$ cat src/rtl/fetch_queue.sv
// Instruction prefetch queue: sequential word fetch into a DEPTH-entry {pc, instr} ring,
// drained by the core over valid/ready. Optional empty-queue bypass under FETCHQ_BYPASS_EN.
module fetch_queue #(
    parameter int          DEPTH    = 4,
    parameter logic [31:0] RESET_PC = 32'h0000_0000
) (
    input  logic                     clk,
    input  logic                     reset,
    output logic                     mem_req,
    output logic [31:0]              mem_addr,
    input  logic                     mem_ack,
    input  logic [31:0]              mem_rdata,
    output logic                     instr_valid,
    output logic [31:0]              instr,
    output logic [31:0]              instr_pc,
    input  logic                     instr_ready,
    input  logic                     redirect,
    input  logic [31:0]              redirect_pc,
    output logic [$clog2(DEPTH):0]   count
);

    localparam int AW = $clog2(DEPTH);
    localparam int CW = AW + 1;
    localparam logic [CW-1:0] DEPTH_C = CW'(DEPTH);

    // Handshakes: memory side transfers when mem_req & mem_ack; core side when
    // instr_valid & instr_ready. A raised mem_req only drops on redirect.
    logic [31:0]   fetch_pc;
    logic [AW-1:0] rd_ptr;
    logic [AW-1:0] wr_ptr;
    logic [CW-1:0] cnt;
    logic          run;

    logic [31:0]   pc_mem  [DEPTH];
    logic [31:0]   ins_mem [DEPTH];

    logic full;
    logic empty;
    logic fire;
    logic push;
    logic pop;

    // Low address bits of a redirect target are dropped to force word alignment.
    logic unused_rpc_bits;
    assign unused_rpc_bits = &{1'b0, redirect_pc[1:0]};

    assign full     = (cnt == DEPTH_C);
    assign empty    = (cnt == '0);
    assign mem_req  = run & ~full & ~redirect;
    assign mem_addr = fetch_pc;
    assign fire     = mem_req & mem_ack;
    assign count    = cnt;

`ifdef FETCHQ_BYPASS_EN
    logic bypass;
    assign bypass      = empty & fire;
    assign instr_valid = ~empty | bypass;
    assign pop         = ~empty & instr_ready;
    // A bypassed word taken by the core the same cycle never occupies a slot.
    assign push        = fire & ~(bypass & instr_ready);

    always_comb begin
        instr    = '0;
        instr_pc = '0;
        if (!empty) begin
            instr    = ins_mem[rd_ptr];
            instr_pc = pc_mem[rd_ptr];
        end else if (bypass) begin
            instr    = mem_rdata;
            instr_pc = fetch_pc;
        end
    end
`else
    assign instr_valid = ~empty;
    assign pop         = instr_valid & instr_ready;
    assign push        = fire;

    always_comb begin
        instr    = '0;
        instr_pc = '0;
        if (!empty) begin
            instr    = ins_mem[rd_ptr];
            instr_pc = pc_mem[rd_ptr];
        end
    end
`endif

    always_ff @(posedge clk or posedge reset) begin
        if (reset) begin
            run <= 1'b0;
        end else begin
            run <= 1'b1;
        end
    end

    // Redirect wins over any ack or pop seen on the same edge.
    always_ff @(posedge clk or posedge reset) begin
        if (reset) begin
            fetch_pc <= RESET_PC;
            rd_ptr   <= '0;
            wr_ptr   <= '0;
            cnt      <= '0;
        end else if (redirect) begin
            fetch_pc <= {redirect_pc[31:2], 2'b00};
            rd_ptr   <= '0;
            wr_ptr   <= '0;
            cnt      <= '0;
        end else begin
            if (fire) begin
                fetch_pc <= fetch_pc + 32'd4;
            end
            if (push) begin
                wr_ptr <= wr_ptr + AW'(1);
            end
            if (pop) begin
                rd_ptr <= rd_ptr + AW'(1);
            end
            case ({push, pop})
                2'b10:   cnt <= cnt + CW'(1);
                2'b01:   cnt <= cnt - CW'(1);
                default: cnt <= cnt;
            endcase
        end
    end

    // Payload storage carries no reset; occupancy alone decides what is valid.
    always_ff @(posedge clk) begin
        if (push) begin
            pc_mem[wr_ptr]  <= fetch_pc;
            ins_mem[wr_ptr] <= mem_rdata;
        end
    end

endmodule

$ cat config.mk
export PLATFORM = sky130hd
export DESIGN_NAME = fetch_queue
export DESIGN_NICKNAME = d
export VERILOG_FILES = /design/src/rtl/fetch_queue.sv
export SDC_FILE = /design/constraint.sdc
export NUM_CORES = 1
export LEC_CHECK = 0
export ABC_AREA = 1
export BUFFER_PORTS_ARGS = -buffer_cell sky130_fd_sc_hd__buf_4
export CORE_MARGIN = 2
export CORE_UTILIZATION = 35
export CTS_CLUSTER_DIAMETER = 120
export CTS_CLUSTER_SIZE = 40
export DETAILED_ROUTE_END_ITERATION = 10
export GPL_TIMING_DRIVEN = 0
export PLACE_DENSITY = 0.59
export SLEW_MARGIN = 25
export SYNTH_ARGS = -nofsm -noshare
export SYNTH_HDL_FRONTEND = slang
export SYNTH_SLANG_ARGS = --single-unit
$ cat constraint.sdc
create_clock -name clk -period 4.5 [get_ports clk]
set_input_delay 0.9 -clock clk [delete_from_list [all_inputs] [get_ports clk]]
set_output_delay 0.9 -clock clk [all_outputs]
set_load 0.05 [all_outputs]
==> results_dict.tcl, run 1 <==
set metrics [dict create \
    setup.worst_path.start_class "flop" \
    num-fill-cells 3287 \
    ys_types 30 \
    maxCapViolCount 0 \
    start_util 0.357 \
    p_leak_nw 5.73 \
    tritoncts "done" \
    synth.top_cell.area_share 0.602 \
    cp.required_ns 3.60 \
    ys_top_cells_by_area "edfxtp_1 (60%), nor2_1 (8.9%), dfrtp_1 (7.7%)" \
    hp-class "in2async" \
    cts_post_setup_buffers_inserted 0 \
    grt_pass1_vias 8602 \
    drt_iter0_markers 652 \
    cts_buffer_depth 3 \
    syn_to_final_growth_pct 20.1 \
    fmax_ghz 0.284 \
    fin_nets 1440 \
    grt_max_degree 42 \
    ios 170 \
    power.density_nw_per_um2 389 \
    slew_headroom 0.551 \
    drc 0 \
    hold_violations 0 \
    synth_commonest_cells "nor2_1 (292), edfxtp_1 (248), nand2_1 (183)" \
    dieArea_sq_um 36900 \
    grtUsageTotal 0.176 \
    setup_viol 0 \
    die_h_um 192 \
    synth_flop_cell "edfxtp_1" \
    fp-row-count 68 \
    antenna_found_initial 0 \
    status "finished, final reports clean" \
    via_per_inst 4.84 \
    syn_area_sq_um 12400 \
    critPathSlowestCell "dfrtp_1" \
    path_clk_slew_ns 0.14 \
    synth_top_cell_by_area "edfxtp_1" \
    yosysMostFrequentCell "nor2_1" \
    rsz0062_at_grt "false" \
    clk_latency_ns 0.51 \
    drv_slew 0 \
    vias 8812 \
    gp_congestion 0.924 \
    grt_overflow_total 0 \
    endpoint_kind "output port" \
    portBuffers 163 \
    insertedDiodeCount 0 \
    vdd_drop_max_mv 0.233 \
    worstPathCellList "buf_6 -> clkinv_2 -> buf_4 -> clkbuf_1 -> o21ai_0 -> a21oi_1 -> buf_4" \
    avgSynthCellArea_sq_um 10.6 \
    htree_levels 1 \
    crit_fanout 10 \
    synth-edff-count 248 \
    skew_ns 0.0209 \
    cts-root-buf "clkbuf_16" \
    cts_sinks 286 \
    synth_warnings 0 \
    fin_total_pwr_mw 5.78 \
    seq_area_frac_synth 0.679 \
    core_sq_um 34700 \
    drive_above_1_share 0.183 \
    postRouteWirelength_um 32500 \
    die_x_um 192 \
    grt_pass1_wl_um 48900 \
    ant_nets 0 \
    fin_crit_ns 3.53 \
    cts_resized 0 \
    slowest_delay_ns 0.41 \
    hold_buffers 0 \
    async_flop_share 0.133 \
    worst_pin_slew_ns 0.673 \
    cts_inserted_buffers 11 \
    final.period_utilization 0.784 \
    arrival_ns 2.63 \
    ys_ff_latch 286 \
    dr.pass1.iters 5 \
    hpwl_um 22800 \
    holdWs_ns 0.334 \
    wl_per_cell_um 17.8 \
    cp_common_cell "buf_4" \
    path_class "reg2out" \
    synthCells 1173 \
]
registers in the layout, summed over array words and instances (netlist names):
name,cells
ins_mem,128
run,1
mem_addr,30
pc_mem,120
wr_ptr,2
rd_ptr,2
count,3
final timing paths:
check                                       from                  endpoint  slack [ns]  depth (start not counted)
min in group clk                   mem_rdata[29]  ins_mem[2][29]$_DFFE_PP_        0.58                          1
max reg2reg                 count[0]$_DFFE_PP0P_  ins_mem[2][12]$_DFFE_PP_        2.15                          8
min reg2reg                 count[0]$_DFFE_PP0P_      count[0]$_DFFE_PP0P_        0.60                          1
max in group asynchronous                  reset  mem_addr[17]$_DFFE_PP0N_        3.71                          3
min                                        reset   mem_addr[8]$_DFFE_PP0N_        0.33                          2
max                        rd_ptr[0]$_DFFE_PP0P_              instr_pc[19]        0.97                          7
where the power goes:
| group | internal, mW | switching (mW) | leakage [nW] | total [mW] |
|---|---|---|---|---|
| sequential | 2.97 | 0.112 | 2.71 | 3.08 |
| clock | 0.475 | 0.796 | 0.156 | 1.27 |
| combinational | 0.392 | 1.03 | 2.86 | 1.42 |
| total | 3.84 | 1.94 | 5.73 | 5.78 |
cell usage in the layout (no fill, tap or decap), types with 2 or more instances in the layout:
cell	instances
nand3_1	27
nand2_2	6
nand4_1	3
inv_2	5
buf_12	5
edfxtp_1	248
xnor2_1	4
nand2_4	2
clkbuf_1	30
buf_6	4
inv_1	58
nor2_2	6
nor2_1	288
buf_2	13
buf_4	176
nor2_4	9
o21ai_0	142
a21oi_1	64
xor2_1	10
conb_1	5
buf_1	2
o211ai_1	6
clkbuf_16	11
nand2_1	183
ha_1	5
dfrtp_1	38
nor3_1	2
buf_16	8
worst max-delay path: cells and delay by family, from the launching register on:
family,cells,cell delay [ns]
compound gates,2,0.52
buf+inv,5,1.18
flops,1,0.41
kinds of logic (layout without fill, tap and decap cells):
family / Yosys count / in the layout / share of synthesized area
fa+ha+maj: 6 / 6 / 0.00667
simple gates: 528 / 528 / 0.171
flops: 286 / 286 / 0.679
xor+xnor: 14 / 14 / 0.00991
compound gates: 213 / 213 / 0.0877
buf+inv: 124 / 315 / 0.0454
other cells: 2 / 5 / 0.000607
area by class of cell:
type                    instances  area, sq um  area share
clock inverters                 2         46.3     0.00312
well taps                     455          569      0.0383
flip-flops and latches        286         8400       0.565
multi-input cells             766         3460       0.233
clock buffers                  13          283      0.0190
plain buffers                  60          320      0.0216
repair buffers                176         1540       0.104
inverters                      64          241      0.0163
metrics by stage:
step | worst slack [ns] | area, sq um | utilization | std cells | TNS (ns)
after floorplan | 0.0468 | 12400 | - | 1176 | 0
after global placement | -2.36 | 14200 | 0.408 | 1794 | -561.11
after detailed placement | 1.54 | 14500 | 0.419 | 1807 | 0
after CTS | 0.972 | 14900 | 0.428 | 1822 | 0
after global routing | 0.833 | 14900 | 0.428 | 1822 | 0
final | 0.974 | 14900 | 0.428 | 1822 | 0
routing by layer:
| layer | global-route usage | part of all wire | up-vias | wire length, um |
|---|---|---|---|---|
| li1 | - | - | 4308 | - |
| met3 | 0.0221 | 0.059 | 29 | 1900 |
| met5 | 0 | 0 | - | 0 |
| met2 | 0.310 | 0.49 | 261 | 15900 |
| met4 | 0.0370 | 0.019 | 0 | 619 |
| met1 | 0.232 | 0.43 | 4214 | 14000 |
Note: power is estimated with default switching activity, not from simulation.
==> run 2: changes to the inputs <==
--- a/config.mk
+++ b/config.mk
@@ -5,7 +5,7 @@
 export SDC_FILE = /design/constraint.sdc
 export NUM_CORES = 1
 export LEC_CHECK = 0
-export ABC_AREA = 1
+export ABC_AREA = 0
 export BUFFER_PORTS_ARGS = -buffer_cell sky130_fd_sc_hd__buf_4
 export CORE_MARGIN = 2
 export CORE_UTILIZATION = 35
==> constraint.sdc (replaced) <==
create_clock -name clk -period 3.37 [get_ports clk]
set_input_delay 0.674 -clock clk [delete_from_list [all_inputs] [get_ports clk]]
set_output_delay 0.674 -clock clk [all_outputs]
set_load 0.05 [all_outputs]
==> results_dict.tcl, run 2 <==
set metrics [dict create \
    crit_fanout 10 \
    syn_area_sq_um 11900 \
    dr.pass1.iters 7 \
    ios 170 \
    avgSynthCellArea_sq_um 17.3 \
    pwr-share-seq 0.529 \
    cts-root-buf "clkbuf_16" \
    setup.worst_path.start_class "flop" \
    gr-usage-met2 0.247 \
    critPathSlowestCell "dfrtp_1" \
    worstPathCellList "buf_1 -> mux4_2 -> and2_1 -> buf_4" \
    synth_top_cell_by_area "edfxtp_1" \
    ys_types 62 \
    synth_commonest_cells "edfxtp_1 (248), and2_1 (66), mux4_2 (62)" \
    hold_violations 0 \
    clk_latency_ns 0.52 \
    power.density_nw_per_um2 550 \
    p_comb_frac 0.254 \
    yosysMostFrequentCell "edfxtp_1" \
    p_sw_frac 0.319 \
    hold_buffers 0 \
    grt-busiest-layer "met2" \
    final.period_utilization 0.960 \
    core_sq_um 33400 \
    grt_overflow_total 0 \
    grt_pass1_vias 6870 \
    antenna_found_initial 0 \
    dpl_cell_area_sq_um 13800 \
    gp_congestion 0.833 \
    die_h_um 188 \
    die_x_um 188 \
    path_clk_slew_ns 0.16 \
    wl_per_cell_um 21.0 \
    cts_sinks 286 \
    path_class "reg2out" \
    p_int_mw 5.28 \
    via_per_inst 5.17 \
    fp-row-count 67 \
    switchingPower_mw 2.48 \
    ys_top_cells_by_area "edfxtp_1 (63%), mux4_2 (12%), dfrtp_1 (8.0%)" \
    cts_post_setup_buffers_inserted 0 \
    postRouteWirelength_um 27600 \
    largest_register_ffs 128 \
    htree_levels 1 \
    hp-class "in2async" \
    ant_nets 0 \
    grt_max_degree 42 \
    drt_iter0_markers 536 \
    ys_ff_latch 286 \
    fin_nets 939 \
    grt_util_met1 0.228 \
    layout_commonest_cell "edfxtp_1" \
    dieArea_sq_um 35400 \
    holdWs_ns 0.0916 \
    synth.top_cell.area_share 0.628 \
    drive_above_1_share 0.318 \
    start_util 0.354 \
    cts_buffer_depth 3 \
    maxCapViolCount 0 \
    skew_ns 0.0429 \
    vdd_drop_max_mv 0.292 \
    layout_common_cells "edfxtp_1 (248), buf_4 (166), and2_1 (66)" \
    synth-edff-count 248 \
    tritoncts "done" \
    use_met3 0.0193 \
    slowest_delay_ns 0.72 \
    insertedDiodeCount 0 \
    clkPwrFrac 0.217 \
    fmax_ghz 0.309 \
    p_leak_nw 4.85 \
    largest-register "ins_mem" \
    syn_to_final_growth_pct 19.0 \
    worst_pin_slew_ns 0.748 \
    fin_crit_ns 3.24 \
    slew_headroom 0.497 \
    cts_inserted_buffers 11 \
    cp.required_ns 2.70 \
    num-fill-cells 3051 \
    arrival_ns 2.56 \
    seq_area_frac_synth 0.709 \
    drv_slew 0 \
    postLayoutCellArea_sq_um 14100 \
    reg2reg_slack_ns 0.69 \
    setup_viol 0 \
    status "finished, final reports clean" \
    async_flop_share 0.133 \
    portBuffers 162 \
    fin_total_pwr_mw 7.76 \
    rsz0062_at_grt "false" \
    synth_warnings 0 \
    hpwl_um 18500 \
    drc 0 \
    grtUsageTotal 0.155 \
    synthCells 684 \
    grt_pass1_wl_um 42100 \
    endpoint_kind "output port" \
    vias 6795 \
    synth_flop_cell "edfxtp_1" \
]
run 2: changes by cell type after synthesis, sizes merged, moves of 12 or more:
cell   previous run  this run
nor2            303        11
inv              63         9
and2              0        66
buf              32        13
o21ai           143        11
mux4              0        62
a21oi            64         3
nand4             3        15
nand2           191        44
run 2: kinds of logic after synthesis:
family	Yosys count	synth area share
mux	68	0.123
simple gates	209	0.103
flops	286	0.709
other cells	2	0.000634
compound gates	57	0.0354
buf+inv	49	0.0176
fa+ha+maj	6	0.00697
xor+xnor	7	0.00517
run 2: critical path: cells and delay by family (launching register included):
kind          cells  cell delay [ns]
simple gates      1             0.19
buf+inv           2             0.75
mux               1             0.39
flops             1             0.72
run 2: final cells by class:
cell class / instances / area, sq um / area share
Multi-Input combinational cell: 352 / 3280 / 0.233
Inverter: 9 / 33.8 / 0.00239
Sequential cell: 286 / 8400 / 0.595
Buffer: 37 / 169 / 0.0120
Timing Repair Buffer: 167 / 1350 / 0.0954
Clock buffer: 13 / 283 / 0.0200
Tap cell: 448 / 561 / 0.0397
Clock inverter: 2 / 36.3 / 0.00257
run 2: power by group through the flow:
stage / Clock (mW) / Sequential [mW] / Combinational [mW]
after detailed placement: 0 / 4.17 / 2.03
after CTS: 1.76 / 4.11 / 2.01
after floorplan: 0 / 4.26 / 1.23
after global routing: 1.85 / 4.13 / 2.09
final: 1.69 / 4.10 / 1.97
after global placement: 0 / 4.17 / 2.01
run 2: repair_timing:
action	in CTS	in global routing
endpoints found under the hold margin	0	0
setup endpoints to repair	60	49
gates resized for setup	4	5
run 2: worst paths after layout:
kind,cells past startpoint,startpoint,to
worst max register to register,5,count[0]$_DFFE_PP0P_,ins_mem[0][4]$_DFFE_PP_
min in group clk,3,redirect_pc[5],mem_addr[5]$_DFFE_PP0N_
worst min register to register,0,mem_addr[22]$_DFFE_PP0N_,pc_mem[0][22]$_DFFE_PP_
worst min-delay path,2,reset,mem_addr[27]$_DFFE_PP0N_
max in group asynchronous,3,reset,mem_addr[15]$_DFFE_PP0N_
worst max-delay path,4,rd_ptr[1]$_DFFE_PP0P_,instr_pc[29]
run 2: stage by stage:
step	std cells	setup TNS, ns	worst slack, ns	util
after floorplan	687	0	0.0275	-
after global placement	1297	-319.02	-1.34	0.408
after detailed placement	1302	0	0.188	0.412
after CTS	1314	0	0.00858	0.422
after global routing	1314	0	0.0148	0.422
final	1314	0	0.135	0.422
run 2: routing by layer:
layer / part of all wire / wire (um) / vias to the layer above
met5: 0 / 0 / -
met4: 0.021 / 573 / 0
met3: 0.056 / 1550 / 27
met2: 0.46 / 12700 / 221
met1: 0.46 / 12800 / 3483
li1: - / - / 3064
